`config.mk`:
```
export PLATFORM = sky130hd
export DESIGN_NAME = mem_master
export DESIGN_NICKNAME = d
export VERILOG_FILES = /design/src/rtl/mem_master.sv
export SDC_FILE = /design/constraint.sdc
export NUM_CORES = 1
export LEC_CHECK = 0
export CORE_MARGIN = 8
export CORE_UTILIZATION = 50
export CTS_BUF_LIST = sky130_fd_sc_hd__clkbuf_2
export CTS_CLUSTER_DIAMETER = 30
export DETAILED_ROUTE_END_ITERATION = 12
export DONT_BUFFER_PORTS = 1
export SLEW_MARGIN = 20
export SYNTH_ARGS = -nofsm -noshare
export SYNTH_HDL_FRONTEND = slang
export SYNTH_SLANG_ARGS = --single-unit
```
`constraint.sdc`:
```
create_clock -name clk -period 4.2 [get_ports clk]
set_input_delay 1.05 -clock clk [delete_from_list [all_inputs] [get_ports clk]]
set_output_delay 1.05 -clock clk [all_outputs]
set_load 0.02 [all_outputs]
```
`src/rtl/mem_master.sv`:
```
// Initiator-side controller for the single-port synchronous RAM: accepts word
// write / read-burst requests and returns read data after the RAM's two-edge latency.
module mem_master #(
    parameter int DATA_WIDTH = 12,
    parameter int LEN_WIDTH  = 4
) (
    input  logic                  clk,
    input  logic                  rst_n,
    input  logic                  req_valid,
    output logic                  req_ready,
    input  logic                  req_write,
    input  logic [DATA_WIDTH-1:0] req_addr,
    input  logic [DATA_WIDTH-1:0] req_wdata,
    input  logic [LEN_WIDTH-1:0]  req_len,
    output logic                  rsp_valid,
    output logic [DATA_WIDTH-1:0] rsp_data,
    output logic                  rsp_last,
    output logic                  busy,
    output logic [DATA_WIDTH-1:0] mem_addr,
    output logic                  mem_write_enable,
    output logic [DATA_WIDTH-1:0] mem_data_in,
    input  logic [DATA_WIDTH-1:0] mem_data_out
);

    typedef enum logic [1:0] {
        IDLE       = 2'd0,
        WRITE      = 2'd1,
        READ_ISSUE = 2'd2,
        READ_DRAIN = 2'd3
    } state_t;

    state_t                 state_r;
    logic [LEN_WIDTH-1:0]   count_r;
    logic [1:0]             pipe_valid_r;
    logic [1:0]             pipe_last_r;
    logic                   busy_r;
    logic                   issue_s;
    logic                   issue_last_s;

    // Ready is gated by rst_n so nothing is taken while reset is being sampled.
    assign req_ready = (state_r == IDLE) && rst_n;
    assign busy      = busy_r;
    assign rsp_valid = pipe_valid_r[1];
    assign rsp_last  = pipe_last_r[1];
    assign rsp_data  = mem_data_out;

    // Flags for the address being presented to the RAM this cycle.
    always_comb begin
        issue_s      = 1'b0;
        issue_last_s = 1'b0;
        if (state_r == READ_ISSUE) begin
            issue_s      = 1'b1;
            issue_last_s = (count_r == '0);
        end else begin
            issue_s      = 1'b0;
            issue_last_s = 1'b0;
        end
    end

    // Request FSM, RAM pin registers and the two-stage response tracker.
    always_ff @(posedge clk) begin
        if (!rst_n) begin
            state_r          <= IDLE;
            busy_r           <= 1'b0;
            count_r          <= '0;
            pipe_valid_r     <= 2'b00;
            pipe_last_r      <= 2'b00;
            mem_addr         <= '0;
            mem_data_in      <= '0;
            mem_write_enable <= 1'b0;
        end else begin
            pipe_valid_r <= {pipe_valid_r[0], issue_s};
            pipe_last_r  <= {pipe_last_r[0], issue_last_s};
            case (state_r)
                IDLE: begin
                    mem_write_enable <= 1'b0;
                    if (req_valid) begin
                        mem_addr <= req_addr;
                        busy_r   <= 1'b1;
                        if (req_write) begin
                            mem_data_in      <= req_wdata;
                            mem_write_enable <= 1'b1;
                            state_r          <= WRITE;
                        end else begin
                            count_r <= req_len;
                            state_r <= READ_ISSUE;
                        end
                    end
                end
                WRITE: begin
                    mem_write_enable <= 1'b0;
                    busy_r           <= 1'b0;
                    state_r          <= IDLE;
                end
                READ_ISSUE: begin
                    // The final address stays on the bus through the drain.
                    if (count_r == '0) begin
                        state_r <= READ_DRAIN;
                    end else begin
                        mem_addr <= mem_addr + DATA_WIDTH'(1);
                        count_r  <= count_r - LEN_WIDTH'(1);
                    end
                end
                READ_DRAIN: begin
                    if (pipe_last_r[1]) begin
                        busy_r  <= 1'b0;
                        state_r <= IDLE;
                    end
                end
                default: begin
                    mem_write_enable <= 1'b0;
                    busy_r           <= 1'b0;
                    state_r          <= IDLE;
                end
            endcase
        end
    end

endmodule

```
Yosys cells after proc, flatten, opt, wreduce, memory -nomap -nowiden. Cells that the tools add are included. W data, S select, Z words.

Bits in registers: 36. Bits of input ports: 44. Word-level logic and storage cells: 50.

Add/subtract/negate cells: 2. Eq/ne operators: 8. Multiplexer cells: 19. Reduce and logical (&&, ||, !) cells: 12.

Operators by type and width (count): $mux W12 (2); $pmux W12 S2 (1); $add A12 B1 Y12 const B (1); $mux W4 (3); $reduce_and A3 Y1 (4); $mux W2 (4); $ne A2 B2 Y1 const B (4); $pmux W2 S4 (1); $pmux W4 S2 (1); $mux W1 (5); $eq A2 B2 Y1 const B (2); $logic_not A4 Y1 (1); $reduce_and A4 Y1 (1); $reduce_bool A2 Y1 (2); $sub A4 B1 Y4 const B (1); $pmux W1 S3 (1); $reduce_bool A3 Y1 (1); $eq A2 B1 Y1 const B (1); $logic_not A2 Y1 (1); $ne A2 B1 Y1 const B (1); $pmux W1 S2 (1); $reduce_and A2 Y1 (1); $logic_and A1 B1 Y1 (1).

Depth between registers and ports, before layout.
Depth after elaboration: 3. Gate-level depth with buffers: 7. Gate-level depth less buffers: 6.

Worst setup path before layout. Ideal clock, no wire load.

Kind: input to output. Start: in rst_n. End: out req_ready. Data arrival time: 1.663 ns. Required time: 3.150 ns. Slack: 1.487 ns. Cell stages on the path: 3. Path through: clkbuf_8 > clkbuf_1 > and2_1.

Word-level cells in the longest chain between the ends: 1.

Ends and longest elaborated chain: start, declared (line 8) `input logic rst_n,`; $logic_and A1 B1 Y1 (line 41) `assign req_ready = (state_r == IDLE) && rst_n;`; end, declared (line 10) `output logic req_ready,`.

Every way passes these cells.

Final worst setup path.
Start: reg state_r[1]. End: out req_ready.

Word-level cells in the longest chain between the ends: 2.

Ends and longest elaborated chain: start, declared (line 32) `state_t state_r;`; start signal, assigned (line 63) `state_r <= IDLE;`; start signal, assigned (line 83) `state_r <= WRITE;`; start signal, assigned (line 86) `state_r <= READ_ISSUE;`; $logic_not A2 Y1 (line 41); $logic_and A1 B1 Y1 (line 41).

Every way passes these cells.

==> flow_summary.yaml <==
outcome:
  outcome: "finished, final reports clean"
placed_design:
  dp_slack_ns: 1.785
  hpwl_mm: 3.361
  gp_congestion: 0.8446
  dp.cells: 253
  io_buffers: 0
grt:
  grt_pass1_vias: 1466
  grt_max_degree: 40
  grt_overflow: 0
  grt_first_pass_wirelength_mm: 7.500
  grt_antenna_before_repair: 0
  track_usage_pct: 14.84
layout:
  drive_gt1_share_pct: 7.981
  multiInputGateArea_um2: 1006
  seq_area_um2: 720.7
  antenna_cells: 0
  utilization_pct: 50.58
  syn_to_final_growth_pct: -3.307
  post_layout_nonfiller_instances: 261
  fin_nets: 258
  fill_cells: 379
clock_tree:
  clockBufferDepth: 2
  cts-resized-gates: 0
  root_buffer: "clkbuf_2"
  htree_levels: 2
  cts_tree: "done"
  cts_hold_buf: 0
  numCtsBuffers: 5
  clk_latency_ns: 0.39
  post_cts_buffers: 0
  clock-sinks: 36
  path_clk_slew_ns: 0.18
critical_path:
  r2r_slack_ns: 2.02
  reg2reg_to: "count_r[2]$_SDFFE_PN0P_"
  required_ns: 3.15
  cp-end-kind: "primary output"
  crit_fanout: 12
  crit_arrival_ns: 1.43
  criticalPathCategory: "register to primary output"
  crit_path_start_kind: "register"
  reg2reg_depth: 4
  reg2reg_from: "state_r[1]$_SDFFE_PN0P_"
synthesis:
  syn-num-nets: 277
  yosys.area.top_type: "dfxtp_1"
  synth_commonest_cells: "44 x nand2_1, 36 x dfxtp_1, 17 x a21boi_1"
  ys_async_sr_fraction_pct: 0
  ys.flop_type: "dfxtp_1"
  syn_area_per_cell_um2: 8.352
  synth-seq-cells: 36
  synth_warnings: 0
  synth_area_leaders: "dfxtp_1 37%, nand2_1 8.6%, a21boi_1 6.6%"
  yosys.area.top_type_share_pct: 37.35
  yosysMostFrequentCell: "nand2_1"
  syn_area_um2: 1929
  synth_cell_types: 52
  synth_edf_count: 0
  yosysSeqAreaShare_pct: 37.35
  synthCells: 231
sta:
  slew_violations: 0
  finalCritPeriodShare_pct: 59.13
  setup_viol: 0
  rsz0062_at_grt: "false"
  finalCriticalPeriod_ns: 2.484
  tightestPinTransition_ns: 1.097
  finalHoldViolations: 0
  layout_setup_ws_ns: 1.716
  relSlewSlack_pct: 26.74
  skew_ns: 0.008268
  max_freq_ghz: 0.4027
  tns_ns: 0
floorplanning:
  dieArea_um2: 6103
  io_pins: 85
  start_util_pct: 52.31
  rows: 22
  die_w_um: 78.12
  die_h_um: 78.12
  core_um2: 3689
hold_path:
  holdCritPathClass: "register to register"
  hold_path.startpoint: "pipe_last_r[0]$_SDFF_PN0_"
  hold_end: "pipe_last_r[1]$_SDFF_PN0_"
  holdPathStages: 1
routing:
  drcViolationCount: 0
  drt_iter0_drc: 115
  vias: 1532
  routed_via_density: 5.870
  wirelength_mm: 4.561
  dr.pass1.iters: 4
  antenna_left: 0
  wl_per_cell_um: 17.48
pwr:
  peakVddDrop_mv: 0.2349
  p_per_area_nw_per_um2: 508.1
  leakage_nw: 0.6652
job:
  cap_violations: 0
==> sequential cells by signal, summed over array words and instances (netlist names) <==
signal,count
count_r,4
pipe_last_r,2
mem_data_in,12
state_r,2
mem_addr,12
busy,1
pipe_valid_r,2
mem_write_enable,1
==> cell families after synthesis <==
| family | share of synthesized area, % |
|---|---|
| simple gates | 26.85 |
| compound gates | 22.63 |
| flops | 37.35 |
| buf+inv | 10.76 |
| mux | 1.102 |
| fa+ha+maj | 1.297 |
==> cells in the final DEF (no fill, tap or decap), drive strengths merged, types with 2 or more instances in the layout <==
| master | n |
|---|---|
| nand3 | 10 |
| dfxtp | 36 |
| a21boi | 17 |
| o21ai | 11 |
| o22ai | 3 |
| and3 | 2 |
| nand2b | 3 |
| nor4 | 3 |
| ha | 2 |
| nor2b | 3 |
| nor3 | 7 |
| o211a | 2 |
| a22oi | 2 |
| nor2 | 11 |
| nand2 | 44 |
| or3 | 3 |
| inv | 3 |
| o31ai | 2 |
| o211ai | 3 |
| a21oi | 8 |
| clkbuf | 5 |
| and2 | 8 |
| nand4 | 2 |
| a211oi | 3 |
| and4bb | 2 |
==> power by group <==
group          internal, mW  switching, mW  leakage [nW]
logic                0.0972          0.130         0.331
clock network        0.0994          0.123        0.0390
registers             0.391          0.108         0.295
==> layout make-up <==
| type | instances | area share (%) |
|---|---|---|
| multi-input cells | 166 | 53.92 |
| inverters | 3 | 0.6036 |
| well taps | 48 | 3.219 |
| flip-flops and latches | 36 | 38.63 |
| clock inverters | 3 | 2.280 |
| clock buffers | 5 | 1.341 |
==> worst max-delay path, cell delays in order, from the launching register on <==
cell	delay [ns]
dfxtp_1	0.65
nor2_2	0.13
and2_1	0.26
==> routing by layer <==
layer	up-vias	GRT usage [%]	part of all wire, %
met5	-	0	0
met4	0	3.889	1.3
met3	11	8.884	12
met2	58	23.28	46
met1	702	16.69	41
li1	761	-	-
==> worst max-delay path by stage <==
stage / from / to / slack [ns]
floorplan: rst_n / req_ready / 1.49
detailed placement: req_valid / mem_data_in[0]$_SDFFE_PN0P_ / 1.78
CTS: state_r[1]$_SDFFE_PN0P_ / req_ready / 1.70
finish: state_r[1]$_SDFFE_PN0P_ / req_ready / 1.72
global route: state_r[1]$_SDFFE_PN0P_ / req_ready / 1.56
global placement: rst_n / req_ready / 1.87
==> metrics by stage <==
stage	power (mW)	hold slack [ns]	area [µm²]
after detailed placement	0.7331	0.4169	1793
after floorplan	0.7252	0.4119	1929
final	0.9479	0.4556	1866
after global routing	1.010	0.4843	1866
after global placement	0.7218	0.4176	1793
after CTS	0.9522	0.4574	1861
Power figures use the tool's default switching activity.
